`src/rtl/fht_stream_seq_if.sv`:
```
// Signal bundle between the FHT stream sequencer and its environment.
// It carries the ADC stream, the core bank buses and the result stream.
interface fht_stream_seq_if #(
    parameter int ADC_WIDTH = 16,
    parameter int D_BIT     = 24,
    parameter int A_BIT     = 8
);
    logic                 go;
    logic [ADC_WIDTH-1:0] adc_data;
    logic                 adc_valid;
    logic                 adc_ready;
    logic [3:0]           we;
    logic [A_BIT-1:0]     addr_wr;
    logic [D_BIT-1:0]     data;
    logic                 start;
    logic                 rdy;
    logic [A_BIT-1:0]     addr_rd;
    logic [D_BIT-1:0]     rd_data_0;
    logic [D_BIT-1:0]     rd_data_1;
    logic [D_BIT-1:0]     rd_data_2;
    logic [D_BIT-1:0]     rd_data_3;
    logic [D_BIT-1:0]     out_data;
    logic                 out_valid;
    logic                 out_ready;
    logic                 busy;
    logic                 err;

    modport slave (
        input  go, adc_data, adc_valid, rdy, rd_data_0, rd_data_1, rd_data_2, rd_data_3, out_ready,
        output adc_ready, we, addr_wr, data, start, addr_rd, out_data, out_valid, busy, err
    );

    modport master (
        output go, adc_data, adc_valid, rdy, rd_data_0, rd_data_1, rd_data_2, rd_data_3, out_ready,
        input  adc_ready, we, addr_wr, data, start, addr_rd, out_data, out_valid, busy, err
    );
endinterface

```
`src/rtl/fht_stream_seq.sv`:
```
// Load / start / readout sequencer around one FHT core: fills the four banks from the
// ADC stream, kicks the transform, then streams the result back in natural order.
module fht_stream_seq #(
    parameter int ADC_WIDTH = 16,
    parameter int D_BIT     = 24,
    parameter int A_BIT     = 8,
    parameter int RD_LAT    = 2,
    parameter int TIMEOUT   = 65535
) (
    input  logic            clk,
    input  logic            rst,
    fht_stream_seq_if.slave bus
);
    localparam int K_W   = A_BIT + 2;
    localparam int FRAC  = D_BIT - ADC_WIDTH;
    localparam int TMO_W = $clog2(TIMEOUT + 1);
    localparam int LAT_W = $clog2(RD_LAT + 1);

    typedef enum logic [2:0] {
        S_IDLE    = 3'd0,
        S_LOAD    = 3'd1,
        S_START   = 3'd2,
        S_WAIT    = 3'd3,
        S_RD_ADDR = 3'd4,
        S_RD_WAIT = 3'd5,
        S_DRAIN   = 3'd6
    } state_t;

    state_t           state_r, state_nx_s;
    logic [K_W-1:0]   k_r, k_nx_s;
    logic             last_wr_r, last_wr_nx_s;
    logic [TMO_W-1:0] tmo_r, tmo_nx_s;
    logic [LAT_W-1:0] lat_r, lat_nx_s;
    logic [A_BIT-1:0] row_r, row_nx_s;
    logic [1:0]       bank_r, bank_nx_s;
    logic [A_BIT-1:0] addr_rd_r, addr_rd_nx_s;
    logic [D_BIT-1:0] out_data_r, out_data_nx_s;
    logic             out_valid_r, out_valid_nx_s;
    logic             adc_ready_r, adc_ready_nx_s;
    logic [3:0]       we_r, we_nx_s;
    logic [A_BIT-1:0] addr_wr_r;
    logic [D_BIT-1:0] data_r;
    logic             start_r, busy_r, err_r, err_nx_s, rdy_r;
    logic             latch_s, xfer_s, accept_s, rise_s;
    logic [D_BIT-1:0] hold_1_r, hold_2_r, hold_3_r;

    // The core leaves its rows in bit-reversed order; reading row bit_rev(r) restores it.
    function automatic logic [A_BIT-1:0] bit_rev(input logic [A_BIT-1:0] v);
        logic [A_BIT-1:0] r;
        for (int i = 0; i < A_BIT; i++) begin
            r[i] = v[A_BIT-1-i];
        end
        return r;
    endfunction

    assign xfer_s   = (state_r == S_LOAD) && bus.adc_valid && adc_ready_r;
    assign accept_s = (state_r == S_DRAIN) && out_valid_r && bus.out_ready;
    assign rise_s   = bus.rdy && !rdy_r;

    // State register.
    always_ff @(posedge clk or posedge rst) begin
        if (rst) begin
            state_r <= S_IDLE;
        end else begin
            state_r <= state_nx_s;
        end
    end

    // Next-state, counter and next-output logic.
    always_comb begin
        state_nx_s     = state_r;
        k_nx_s         = k_r;
        last_wr_nx_s   = last_wr_r;
        tmo_nx_s       = tmo_r;
        lat_nx_s       = lat_r;
        row_nx_s       = row_r;
        bank_nx_s      = bank_r;
        addr_rd_nx_s   = addr_rd_r;
        out_data_nx_s  = out_data_r;
        out_valid_nx_s = out_valid_r;
        err_nx_s       = 1'b0;
        latch_s        = 1'b0;
        case (state_r)
            S_IDLE: begin
                if (bus.go) begin
                    state_nx_s   = S_LOAD;
                    k_nx_s       = {K_W{1'b0}};
                    last_wr_nx_s = 1'b0;
                end else begin
                    state_nx_s = S_IDLE;
                end
            end
            S_LOAD: begin
                // Stay one extra cycle after the final transfer so START follows its write.
                if (last_wr_r) begin
                    state_nx_s   = S_START;
                    last_wr_nx_s = 1'b0;
                    tmo_nx_s     = {TMO_W{1'b0}};
                end else if (xfer_s) begin
                    k_nx_s       = k_r + K_W'(1);
                    last_wr_nx_s = (k_r == {K_W{1'b1}});
                end else begin
                    state_nx_s = S_LOAD;
                end
            end
            S_START: begin
                state_nx_s = S_WAIT;
                tmo_nx_s   = tmo_r + TMO_W'(1);
            end
            S_WAIT: begin
                if (rise_s) begin
                    state_nx_s   = S_RD_ADDR;
                    row_nx_s     = {A_BIT{1'b0}};
                    addr_rd_nx_s = {A_BIT{1'b0}};
                end else if (tmo_r == TMO_W'(TIMEOUT - 1)) begin
                    state_nx_s = S_IDLE;
                    err_nx_s   = 1'b1;
                end else begin
                    tmo_nx_s = tmo_r + TMO_W'(1);
                end
            end
            S_RD_ADDR: begin
                state_nx_s = S_RD_WAIT;
                lat_nx_s   = LAT_W'(1);
            end
            S_RD_WAIT: begin
                if (lat_r == LAT_W'(RD_LAT)) begin
                    state_nx_s     = S_DRAIN;
                    latch_s        = 1'b1;
                    out_data_nx_s  = bus.rd_data_0;
                    out_valid_nx_s = 1'b1;
                    bank_nx_s      = 2'd0;
                end else begin
                    lat_nx_s = lat_r + LAT_W'(1);
                end
            end
            S_DRAIN: begin
                if (accept_s && (bank_r == 2'd3)) begin
                    out_valid_nx_s = 1'b0;
                    bank_nx_s      = 2'd0;
                    if (row_r == {A_BIT{1'b1}}) begin
                        state_nx_s = S_IDLE;
                    end else begin
                        state_nx_s   = S_RD_ADDR;
                        row_nx_s     = row_r + A_BIT'(1);
                        addr_rd_nx_s = bit_rev(row_r + A_BIT'(1));
                    end
                end else if (accept_s) begin
                    bank_nx_s = bank_r + 2'd1;
                    case (bank_r)
                        2'd0:    out_data_nx_s = hold_1_r;
                        2'd1:    out_data_nx_s = hold_2_r;
                        default: out_data_nx_s = hold_3_r;
                    endcase
                end else begin
                    state_nx_s = S_DRAIN;
                end
            end
            default: begin
                state_nx_s     = S_IDLE;
                out_valid_nx_s = 1'b0;
            end
        endcase
        adc_ready_nx_s = (state_nx_s == S_LOAD) && !last_wr_nx_s;
        if (xfer_s) begin
            we_nx_s = 4'b0001 << k_r[1:0];
        end else begin
            we_nx_s = 4'b0000;
        end
    end

    // Counters, bank write port, readout holding register and registered outputs.
    always_ff @(posedge clk or posedge rst) begin
        if (rst) begin
            k_r         <= {K_W{1'b0}};
            last_wr_r   <= 1'b0;
            tmo_r       <= {TMO_W{1'b0}};
            lat_r       <= {LAT_W{1'b0}};
            row_r       <= {A_BIT{1'b0}};
            bank_r      <= 2'd0;
            addr_rd_r   <= {A_BIT{1'b0}};
            out_data_r  <= {D_BIT{1'b0}};
            out_valid_r <= 1'b0;
            adc_ready_r <= 1'b0;
            we_r        <= 4'b0000;
            addr_wr_r   <= {A_BIT{1'b0}};
            data_r      <= {D_BIT{1'b0}};
            start_r     <= 1'b0;
            busy_r      <= 1'b0;
            err_r       <= 1'b0;
            rdy_r       <= 1'b0;
            hold_1_r    <= {D_BIT{1'b0}};
            hold_2_r    <= {D_BIT{1'b0}};
            hold_3_r    <= {D_BIT{1'b0}};
        end else begin
            k_r         <= k_nx_s;
            last_wr_r   <= last_wr_nx_s;
            tmo_r       <= tmo_nx_s;
            lat_r       <= lat_nx_s;
            row_r       <= row_nx_s;
            bank_r      <= bank_nx_s;
            addr_rd_r   <= addr_rd_nx_s;
            out_data_r  <= out_data_nx_s;
            out_valid_r <= out_valid_nx_s;
            adc_ready_r <= adc_ready_nx_s;
            we_r        <= we_nx_s;
            start_r     <= (state_nx_s == S_START);
            busy_r      <= (state_nx_s != S_IDLE);
            err_r       <= err_nx_s;
            rdy_r       <= bus.rdy;
            if (xfer_s) begin
                addr_wr_r <= k_r[K_W-1:2];
                data_r    <= {bus.adc_data, {FRAC{1'b0}}};
            end else begin
                addr_wr_r <= addr_wr_r;
                data_r    <= data_r;
            end
            if (latch_s) begin
                hold_1_r <= bus.rd_data_1;
                hold_2_r <= bus.rd_data_2;
                hold_3_r <= bus.rd_data_3;
            end else begin
                hold_1_r <= hold_1_r;
                hold_2_r <= hold_2_r;
                hold_3_r <= hold_3_r;
            end
        end
    end

    assign bus.adc_ready = adc_ready_r;
    assign bus.we        = we_r;
    assign bus.addr_wr   = addr_wr_r;
    assign bus.data      = data_r;
    assign bus.start     = start_r;
    assign bus.addr_rd   = addr_rd_r;
    assign bus.out_data  = out_data_r;
    assign bus.out_valid = out_valid_r;
    assign bus.busy      = busy_r;
    assign bus.err       = err_r;
endmodule

```
`src/flat_wrapper.sv`:
```
// flat-port wrapper written by rule: the top's interface ports become plain ports
module fht_stream_seq_flat 
#(
    parameter int ADC_WIDTH = 16,
    parameter int D_BIT     = 24,
    parameter int A_BIT     = 8,
    parameter int RD_LAT    = 2,
    parameter int TIMEOUT   = 65535
)
  (clk, rst, bus_go, bus_adc_data, bus_adc_valid, bus_rdy, bus_rd_data_0, bus_rd_data_1, bus_rd_data_2, bus_rd_data_3, bus_out_ready, bus_adc_ready, bus_we, bus_addr_wr, bus_data, bus_start, bus_addr_rd, bus_out_data, bus_out_valid, bus_busy, bus_err);
  fht_stream_seq_if #(.ADC_WIDTH(ADC_WIDTH), .D_BIT(D_BIT), .A_BIT(A_BIT)) bus_i ();
  input  logic clk;
  input  logic rst;
  input wire logic [$bits(bus_i.go)-1:0] bus_go;
  input wire logic [$bits(bus_i.adc_data)-1:0] bus_adc_data;
  input wire logic [$bits(bus_i.adc_valid)-1:0] bus_adc_valid;
  input wire logic [$bits(bus_i.rdy)-1:0] bus_rdy;
  input wire logic [$bits(bus_i.rd_data_0)-1:0] bus_rd_data_0;
  input wire logic [$bits(bus_i.rd_data_1)-1:0] bus_rd_data_1;
  input wire logic [$bits(bus_i.rd_data_2)-1:0] bus_rd_data_2;
  input wire logic [$bits(bus_i.rd_data_3)-1:0] bus_rd_data_3;
  input wire logic [$bits(bus_i.out_ready)-1:0] bus_out_ready;
  output wire logic [$bits(bus_i.adc_ready)-1:0] bus_adc_ready;
  output wire logic [$bits(bus_i.we)-1:0] bus_we;
  output wire logic [$bits(bus_i.addr_wr)-1:0] bus_addr_wr;
  output wire logic [$bits(bus_i.data)-1:0] bus_data;
  output wire logic [$bits(bus_i.start)-1:0] bus_start;
  output wire logic [$bits(bus_i.addr_rd)-1:0] bus_addr_rd;
  output wire logic [$bits(bus_i.out_data)-1:0] bus_out_data;
  output wire logic [$bits(bus_i.out_valid)-1:0] bus_out_valid;
  output wire logic [$bits(bus_i.busy)-1:0] bus_busy;
  output wire logic [$bits(bus_i.err)-1:0] bus_err;
  assign bus_i.go = bus_go;
  assign bus_i.adc_data = bus_adc_data;
  assign bus_i.adc_valid = bus_adc_valid;
  assign bus_i.rdy = bus_rdy;
  assign bus_i.rd_data_0 = bus_rd_data_0;
  assign bus_i.rd_data_1 = bus_rd_data_1;
  assign bus_i.rd_data_2 = bus_rd_data_2;
  assign bus_i.rd_data_3 = bus_rd_data_3;
  assign bus_i.out_ready = bus_out_ready;
  assign bus_adc_ready = bus_i.adc_ready;
  assign bus_we = bus_i.we;
  assign bus_addr_wr = bus_i.addr_wr;
  assign bus_data = bus_i.data;
  assign bus_start = bus_i.start;
  assign bus_addr_rd = bus_i.addr_rd;
  assign bus_out_data = bus_i.out_data;
  assign bus_out_valid = bus_i.out_valid;
  assign bus_busy = bus_i.busy;
  assign bus_err = bus_i.err;
  fht_stream_seq #(.ADC_WIDTH(ADC_WIDTH), .D_BIT(D_BIT), .A_BIT(A_BIT), .RD_LAT(RD_LAT), .TIMEOUT(TIMEOUT)) u_core (.clk(clk), .rst(rst), .bus(bus_i));
endmodule
```
`config.mk`:
```
export PLATFORM = sky130hd
export DESIGN_NAME = fht_stream_seq_flat
export DESIGN_NICKNAME = d
export VERILOG_FILES = /design/src/rtl/fht_stream_seq_if.sv /design/src/rtl/fht_stream_seq.sv /design/src/flat_wrapper.sv
export SDC_FILE = /design/constraint.sdc
export NUM_CORES = 1
export LEC_CHECK = 0
export ABC_AREA = 1
export BUFFER_PORTS_ARGS = -buffer_cell sky130_fd_sc_hd__buf_2
export CORE_ASPECT_RATIO = 0.7
export CORE_MARGIN = 2
export CORE_UTILIZATION = 49
export CTS_CLUSTER_SIZE = 30
export DETAILED_ROUTE_END_ITERATION = 8
export PLACE_DENSITY = 0.83
export SETUP_SLACK_MARGIN = 0.15
export SLEW_MARGIN = 20
export SYNTH_ARGS = -nofsm -noshare
export SYNTH_HDL_FRONTEND = slang
export SYNTH_SLANG_ARGS = --single-unit
```
`constraint.sdc`:
```
create_clock -name clk -period 5.8 [get_ports clk]
set_input_delay 1.16 -clock clk [delete_from_list [all_inputs] [get_ports clk]]
set_output_delay 1.16 -clock clk [all_outputs]
set_load 0.05 [all_outputs]
```
==> metrics.txt, run 1 <==
number of distinct library cells after synthesis=31; Post-Place Cells=around 1,400; synthesized instance count=roughly 1,100; layout cells sized above 1=approximately a fifth; Final Critical Period=between 3000 and 4000 ps; DRT Pass-1 Iters=6; layout net count=~1,400; DR iter-0 viols=between 800 and 900; DIE HEIGHT=between 100 and 150 um; hold endpoint=u_core.bus.data[10]$_DFFE_PP0P_; Hold Startpoint=u_core.bus.data[10]$_DFFE_PP0P_; CTS Buf Count=17; CP Max Fanout=121; dpl ws=2510 ps; CP max stage cell=buf_4; CTS tree=built; # resized after CTS=0; Max-Cap Viols=0; RSZ-0062 raised after global routing=false; worst min path class=reg -> reg; first-pass GRT wire length=about 35 mm; antenna-violating nets left=0; met3 GRT Util=4.22%; io pins=roughly 190; WP buf/inv=4; hold buffer count at CTS=0; Static Leak=between 5 and 6 nW; Mapped Area=~8300 um^2; Critical Path Stages=10; run status=finished clean; vias in the first global route=slightly below 7,000; IO Port Bufs=between 150 and 200; Routed WL per cell=between 10 and 15 um; Worst slew margin=34.3%; Horiz. Die Dim=160 um; met2 Use GR=a little over a third; R2R Path Start=u_core.state_r[2]$_DFF_PP0_; count of final setup violators=0; final worst slack=2740 ps; root buffer cell=clkbuf_16; Total GRT Usage=about 24%; met1 usage=a little under two fifths; largest delay contributor family on the critical path=buffers and inverters; via count=roughly 7,500; placed cell area=9340 um^2; Max clock buf depth=2; Starting Density=around half; global routing's busiest layer=met1; syn_area_per_cell=slightly below 8 um^2; FP Rows=39; Post-CTS Setup Inserts=0; Yosys Warn Count=0; Hold Fails Final Rpt=0; H-tree levels=4; FILL cells=1,454; Area Growth Syn to Fin=19.1%; Worst VDD drop=277 uV; Critical Path End Type=register; die area=18,100 um^2; initial antenna violation count=0; Critical Path RT=a little over 6000 ps; global route overflow=0; Final Cycle Share=between 50% and 60%; FF-to-FF path depth=10; Max Clock Freq=approximately 330 MHz; core region area=16,500 um^2; setup TNS=0 ps; Min-Delay Path Depth=2; skew final=11.1 ps; post-route cell area=around 9900 um^2; Clk pin slew, worst setup/hold paths=70 ps; Slew @ Worst Pin=~1000 ps; RD Place Congestion=around 0.89; CP arrival=3420 ps; Final Non-Filler Cells=between 1,000 and 1,500; Via density=between 5 and 6; remaining routing DRC violations=0; Worst R2R End=u_core.bus.out_data[14]$_DFFE_PP0P_; fin. max-slew vios=0; HPWL after DPL=around 15 mm; sequential share of the synthesized area=between 50% and 60%; final WL=~22 mm; crit-path cells=inv_2 > nor2_4 > nand3_4 > inv_2 > buf_4 > nor2_1 > a21oi_4 > buf_4 > nand2_1 > o21ai_2; maximum single-stage delay on the critical path=~760 ps; Yosys reg bits=172; clock sink count=172; largest net degree at the start of global routing=~170; r2r setup slk=~2700 ps; Worst-Skew Late Latency=430 ps; kind of critical path=reg -> reg; startpoint types=register; # diodes=0; P per Cell Area=between 500 and 600 nW/um^2
## worst max-delay path by stage
stage / end / from
4_1_cts: u_core.bus.addr_rd[1]$_DFFE_PP0P_ / u_core.state_r[0]$_DFF_PP0_
6_report: u_core.bus.out_data[14]$_DFFE_PP0P_ / u_core.state_r[2]$_DFF_PP0_
2_1_floorplan: u_core.bank_r[0]$_DFFE_PP0P_ / rst
5_1_grt: u_core.bus.out_data[20]$_DFFE_PP0P_ / u_core.lat_r[0]$_DFFE_PP0P_
3_3_place_gp: u_core.bus.addr_rd[1]$_DFFE_PP0P_ / u_core.state_r[0]$_DFF_PP0_
3_5_place_dp: u_core.bus.addr_rd[1]$_DFFE_PP0P_ / u_core.state_r[0]$_DFF_PP0_
## report_power, final
group | switching [W] | internal (W)
Clock | 0.000524 | 0.000623
Sequential | 0.000259 | 0.00167
Combinational | 0.00162 | 0.000520
## registers in the layout (all words and copies together) (netlist names), 8 cells and up
register	cells
u_core.bus.out_data	24
u_core.hold_1_r	24
u_core.hold_2_r	24
u_core.hold_3_r	24
u_core.bus.data	16
u_core.tmo_r	16
u_core.k_r	10
u_core.bus.addr_wr	8
## placed cells by master, fill, tap and decap left out, types with 2 or more instances in the layout
cell type   synthesis  final
o21ai_0           144    144
xnor2_1             3      3
conb_1              1      8
inv_1             123    122
buf_2              21    182
inv_8               0      3
o21ai_1             2      2
nor2_1             74     74
xor2_1              8      8
buf_4               9      2
inv_6               0      5
o21ai_2            16     16
nand3_1            38     37
nand4_1            18     18
nand2_1           388    388
clkinvlp_4          0      3
o21bai_1            3      3
inv_2               4      4
a21oi_1             4      4
dfrtp_1           172    172
clkbuf_16           0     17
nor3_1              3      3
or2_2               2      2
ha_1               11     11
nor2_4              2      2
## synth_stat cells (all sizes together)
master | count | area (um^2)
a21oi | 5 | 28.8
clkbuf | 17 | 63.8
nor2 | 77 | 307
xor2 | 8 | 70.1
nand4 | 18 | 113
inv | 127 | 477
or2 | 2 | 12.5
nand3 | 39 | 208
nand2 | 389 | 1460
nor3 | 3 | 15.0
xnor2 | 3 | 26.3
o21ai | 162 | 871
o31ai | 1 | 7.51
a21boi | 1 | 7.51
conb | 1 | 3.75
buf | 34 | 203
ha | 11 | 138
nor4 | 1 | 6.26
o21bai | 3 | 22.5
dfrtp | 172 | 4300
## area by class of cell
cell class	count	area, um^2	area share, %
multi-input combinational	731	3340	33.6
clock inverter	13	148	1.49
clock buffer	19	443	4.46
inverter	127	480	4.83
sequential	172	4300	43.3
tap	225	282	2.83
timing repair buffer	185	946	9.52
## worst min-delay path, delay by kind of cell, from the launching register on
| family | cells | cell delay [ps] |
|---|---|---|
| flip-flops | 1 | 340 |
| AND/OR/NAND/NOR | 2 | 90 |
## metrics by stage
stage	hold slack (ps)	power (W)	utilization [%]
2_1_floorplan	449	0.00346	-
3_5_place_dp	454	0.00403	56.7
6_report	468	0.00522	60.3
4_1_cts	472	0.00520	60.2
3_3_place_gp	450	0.00397	56.7
5_1_grt	499	0.00553	60.3
## routing by layer
metal | up-vias | part of all wire (%) | routed length (um)
met2 | 309 | 42 | 9280
met5 | - | 0 | 0
met3 | 30 | 7.4 | 1620
li1 | 3651 | - | -
met4 | 0 | 1.4 | 309
met1 | 3509 | 49 | 10700
## cell families (layout without fill, tap and decap cells)
logic type / count (synthesis) / in the layout / share of synthesized area (%)
compound gates: 172 / 172 / 11.2
xor+xnor: 11 / 11 / 1.15
fa+ha+maj: 11 / 11 / 1.65
buf+inv: 178 / 344 / 8.91
flops: 172 / 172 / 51.6
other cells: 1 / 8 / 0.0449
simple gates: 529 / 529 / 25.4
Note: power is estimated with default switching activity, not from simulation.
==> run 2: changes to the inputs <==
==> constraint.sdc (replaced) <==
create_clock -name clk -period 2.5 [get_ports clk]
set_input_delay 0.5 -clock clk [delete_from_list [all_inputs] [get_ports clk]]
set_output_delay 0.5 -clock clk [all_outputs]
set_load 0.05 [all_outputs]
==> run 2 against run 1 <==
Count of clock-buffer cells in the layout shrank 1; non-clock buffer count grew 11; register-to-register slack lost 2400 ps; fmax grew 41%; via count grew 3.1%; combinational power grew 140%; sequential share of layout area shrank 0.34 points.
==> metrics.txt, run 2 (synthesis results as in run 1) <==
# diodes=0; DRT Pass-1 Iters=7; Static Leak=5.18 nW; Worst VDD drop=between 700 and 800 uV; Slew @ Worst Pin=around 690 ps; remaining routing DRC violations=0; root buffer cell=clkbuf_16; WHS=slightly above 200 ps; CP arrival=around 2500 ps; placed cell area=roughly 9500 um^2; final worst slack=332 ps; CP Max Fanout=21; HPWL after DPL=16.6 mm; die area=approximately 18,000 um^2; Final Critical Period=around 2200 ps; post-route cell area=~10,000 um^2; DIE HEIGHT=between 100 and 150 um; FF-to-FF path depth=8; total power=around 0.012 W; kind of critical path=reg -> reg; Horiz. Die Dim=between 150 and 200 um; antenna-violating nets left=0; DR iter-0 viols=~970; final WL=~23 mm; Worst slew margin=54.3%; first-pass GRT wire length=~37 mm; IO Port Bufs=182; hold buffer count at CTS=0; worst min path class=in -> reg; Critical Path RT=approximately 2800 ps; FILL cells=about 1,400; dpl ws=465 ps; core region area=16,500 um^2; skew final=10.4 ps; H-tree levels=4; Hold Fails Final Rpt=0; layout net count=approximately 1,400; initial antenna violation count=1; clock sink count=roughly 170; Worst R2R End=u_core.bus.out_data[8]$_DFFE_PP0P_; via count=around 7,700; # resized after CTS=0; CTS tree=built; Critical Path Sink=u_core.bus.out_data[8]$_DFFE_PP0P_; RD Place Congestion=0.980; Worst-Skew Late Latency=430 ps; Starting Density=between 50% and 60%; r2r setup slk=between 300 and 400 ps; layout cells sized above 1=between 20% and 30%; commonest non-fill, non-tap cell in the layout=nand2_1; Routed WL per cell=15.3 um; Max clock buf depth=2; io pins=around 190; CTS Buf Count=17; Max-Cap Viols=0; largest net degree at the start of global routing=129; most frequent cells in the layout=nand2_1, buf_2, dfrtp_1; RSZ-0062 raised after global routing=false; global route overflow=0; run status=finished clean; startpoint types=register; Max Clock Freq=~460 MHz; P per Cell Area=1210 nW/um^2; Clk pin slew, worst setup/hold paths=about 70 ps; final core occ=approximately 60%; count of final setup violators=0; vias in the first global route=7,252; Post-CTS Setup Inserts=0; Critical Path End Type=register; FP Rows=39; CP startpoint=u_core.bank_r[0]$_DFFE_PP0P_; fin. max-slew vios=0; Via density=approximately 5.2; Final Cycle Share=86.7%; Total GRT Usage=around a quarter; R2R Path Start=u_core.bank_r[0]$_DFFE_PP0P_; Area Growth Syn to Fin=20.0%
[run 2: changes by cell type in the layout (fill, tap and decap cells not counted)]
cell | previous run | this run
clkinv_2 | 0 | 1
nand3_1 | 37 | 38
bufinv_16 | 1 | 0
clkbuf_1 | 1 | 0
inv_6 | 5 | 6
clkinvlp_4 | 3 | 4
nand3_2 | 1 | 0
buf_12 | 1 | 3
inv_8 | 3 | 2
buf_4 | 2 | 11
[run 2: area by class of cell]
type                            instances  area, um^2  share of cell area, %
Timing Repair Buffer                  196        1050                   10.5
Tap cell                              225         282                   2.81
Clock inverter                         14         128                   1.27
Inverter                              127         480                   4.80
Sequential cell                       172        4300                   43.0
Multi-Input combinational cell        731        3330                   33.3
Clock buffer                           18         439                   4.38
[run 2: how the worst min path moves through the flow]
| stage | endpoint | cells past startpoint | slack [ps] | start |
|---|---|---|---|---|
| after global routing | u_core.rdy_r$_DFF_PP0_ | 1 | 200 | bus_rdy |
| after CTS | u_core.rdy_r$_DFF_PP0_ | 1 | 190 | bus_rdy |
| final | u_core.rdy_r$_DFF_PP0_ | 1 | 200 | bus_rdy |
| after floorplan | u_core.hold_2_r[0]$_DFFE_PP0P_ | 2 | 450 | u_core.hold_2_r[0]$_DFFE_PP0P_ |
| after global placement | u_core.bus.data[9]$_DFFE_PP0P_ | 2 | 450 | u_core.bus.data[9]$_DFFE_PP0P_ |
| after detailed placement | u_core.bus.data[11]$_DFFE_PP0P_ | 2 | 450 | u_core.bus.data[11]$_DFFE_PP0P_ |
[run 2: metrics by stage]
stage / TNS [ps] / std cells
2_1_floorplan: -33830 / 1081
3_5_place_dp: 0 / 1451
6_report: 0 / 1483
4_1_cts: 0 / 1483
3_3_place_gp: 0 / 1451
5_1_grt: 0 / 1483
[run 2: report_power, final]
group | switching [W] | internal, W
sequential | 0.000601 | 0.00388
combinational | 0.00379 | 0.00130
clock | 0.00120 | 0.00134
[run 2: routing by layer]
metal	up-vias	global-route usage, %	routed length [um]
met2	447	35.3	9280
met4	2	9.13	480
met3	53	9.93	2830
met1	3539	37.0	10100
li1	3689	-	-
met5	-	0	11
[run 2: critical path, stage by stage (launching register included)]
cell and delay (ps):
dfrtp_1 380, inv_1 80, ha_1 210, inv_1 470, o21ai_0 210, o21ai_0 450, nand2_1 90, nand2_1 80
o21ai_0 80
==> run 3: changes to the inputs <==
--- a/config.mk
+++ b/config.mk
@@ -9,10 +9,10 @@
 export BUFFER_PORTS_ARGS = -buffer_cell sky130_fd_sc_hd__buf_2
 export CORE_ASPECT_RATIO = 0.7
 export CORE_MARGIN = 2
-export CORE_UTILIZATION = 49
+export CORE_UTILIZATION = 42
 export CTS_CLUSTER_SIZE = 30
 export DETAILED_ROUTE_END_ITERATION = 8
-export PLACE_DENSITY = 0.83
+export PLACE_DENSITY = 0.67
 export SETUP_SLACK_MARGIN = 0.15
 export SLEW_MARGIN = 20
 export SYNTH_ARGS = -nofsm -noshare
==> run 3 against run 2 <==
Clock power increased by 12%; utilization fell by 9.1 points; via count down 5.3%; final cell count increased by 3.0%; fmax is 2.8% higher; global-route usage decreased by 4.5 points; setup slack better by 58 ps; non-clock buffer count down 1; critical path type unchanged; largest cell class unchanged; largest power group unchanged.
==> metrics.txt, run 3 (synthesis results as in run 1) <==
run status=finished clean; fin. max-slew vios=0; CTS tree=built; CTS Buf Count=17; final core occ=51.6%; layout cells sized above 1=20.4%; Final Critical Period=2110 ps; Static Leak=5.20 nW; WHS=between 60 and 70 ps; count of final setup violators=0; Clk pin slew, worst setup/hold paths=~70 ps; Total GRT Usage=approximately a fifth; Max-Cap Viols=0; Post-CTS Setup Inserts=0; combinational power share=40.6%; IO Port Bufs=182; P_sw=0.00548 W; vias in the first global route=approximately 6,500; Clock Power Share=a little under a quarter; Worst slew margin=57.6%; skew final=between 10 and 15 ps; P per Cell Area=1210 nW/um^2; P_int=slightly below 0.007 W; Sw Share=between 40 and 50%; largest net degree at the start of global routing=between 100 and 150; core region area=between 15,000 and 20,000 um^2; DRT Pass-1 Iters=5; Critical Path RT=about 2900 ps; kind of critical path=reg -> reg; Sequential Power Share=approximately 36%; RSZ-0062 raised after global routing=false; Final Cycle Share=roughly 84%; H-tree levels=4; RD Place Congestion=roughly 0.88; DR iter-0 viols=between 600 and 700; die area=~21,000 um^2; Starting Density=between 40% and 50%; Worst VDD drop=603 uV; FILL cells=roughly 1,900; Horiz. Die Dim=172 um; via count=between 7,000 and 8,000; final WL=21.8 mm; Max Clock Freq=about 470 MHz; FP Rows=between 40 and 50; Via density=around 4.8; HPWL after DPL=16.0 mm; remaining routing DRC violations=0; root buffer cell=clkbuf_16; startpoint types=register; DIE HEIGHT=about 120 um; Max clock buf depth=2; io pins=191; Critical Path End Type=register; Hold Fails Final Rpt=0; antenna-violating nets left=0; initial antenna violation count=1; layout net count=~1,400; post-route cell area=roughly 10,000 um^2; CP Max Fanout=17; Area Growth Syn to Fin=21.5%; placed cell area=between 9000 and 10,000 um^2; Worst-Skew Late Latency=between 400 and 500 ps; global route overflow=0; worst min path class=in -> async; CP arrival=between 2000 and 2500 ps; commonest non-fill, non-tap cell in the layout=nand2_1; first-pass GRT wire length=~34 mm; Routed WL per cell=between 10 and 15 um; most frequent cells in the layout=nand2_1, buf_2, dfrtp_1; Slew @ Worst Pin=between 600 and 700 ps; clock sink count=about 170; # diodes=0
## run 3: cell types whose count changed in the layout (fill, tap and decap cells not counted), sizes merged
cell    previous run  this run
clkinv             3         2
bufinv             0         3
buf              196       195
inv              134       132
## run 3: worst max-delay path: stages, from the launching register on
cell and delay [ps]:
dfrtp_1 410, inv_1 100, ha_1 230, clkinvlp_4 270
buf_4 250, o21ai_0 330, o21ai_0 220, nand2_1 90
nand2_1 60, o21ai_0 70
## run 3: power groups by stage
stage / clock network [W] / registers (W) / logic (W)
floorplan: 0 / 0.00571 / 0.00232
finish: 0.00284 / 0.00446 / 0.00498
global route: 0.00304 / 0.00458 / 0.00551
detailed placement: 0 / 0.00449 / 0.00494
global placement: 0 / 0.00446 / 0.00487
CTS: 0.00290 / 0.00445 / 0.00496
## run 3: per-layer routing
layer,vias up,GRT usage (%),routed length (um),share of wire (%)
met5,-,0,0,0
met4,0,5.04,218,1.0
met3,12,4.39,1610,7.4
met2,249,28.0,8730,40
met1,3377,34.6,11300,52
li1,3681,-,-,-
## run 3: area by class of cell
type	instances	area (um^2)	share of cell area [%]
Inverter	127	484	4.77
Clock inverter	14	198	1.95
Tap cell	270	338	3.33
Sequential cell	172	4300	42.4
Clock buffer	18	439	4.33
Multi-Input combinational cell	731	3330	32.9
Timing Repair Buffer	195	1050	10.3
## run 3: worst paths after layout
kind,start,endpoint,slack [ps],cells past startpoint
worst max-delay path,u_core.bank_r[0]$_DFFE_PP0P_,u_core.bus.out_data[10]$_DFFE_PP0P_,390,9
max in group asynchronous,rst,u_core.bus.out_data[20]$_DFFE_PP0P_,1670,3
min in group clk,bus_rdy,u_core.rdy_r$_DFF_PP0_,200,1
worst min-delay path,rst,u_core.bus.data[20]$_DFFE_PP0P_,60,2
worst min register to register,u_core.bus.data[14]$_DFFE_PP0P_,u_core.bus.data[14]$_DFFE_PP0P_,470,2
worst max register to register,u_core.bank_r[0]$_DFFE_PP0P_,u_core.bus.out_data[10]$_DFFE_PP0P_,390,9
## run 3: repair_timing
action / 4_1_cts / 5_1_grt
setup endpoints to repair: 0 / 1
hold buffers: 0 / 0
gates resized for setup: 0 / 2
## run 3: per-stage QoR
step	total power [W]	TNS (ps)	setup slack, ps	instances
after global placement	0.00933	0	326	1495
final	0.0123	0	390	1527
after CTS	0.0123	0	327	1527
after floorplan	0.00803	-33830	-197	1081
after global routing	0.0131	0	174	1527
after detailed placement	0.00943	0	329	1495
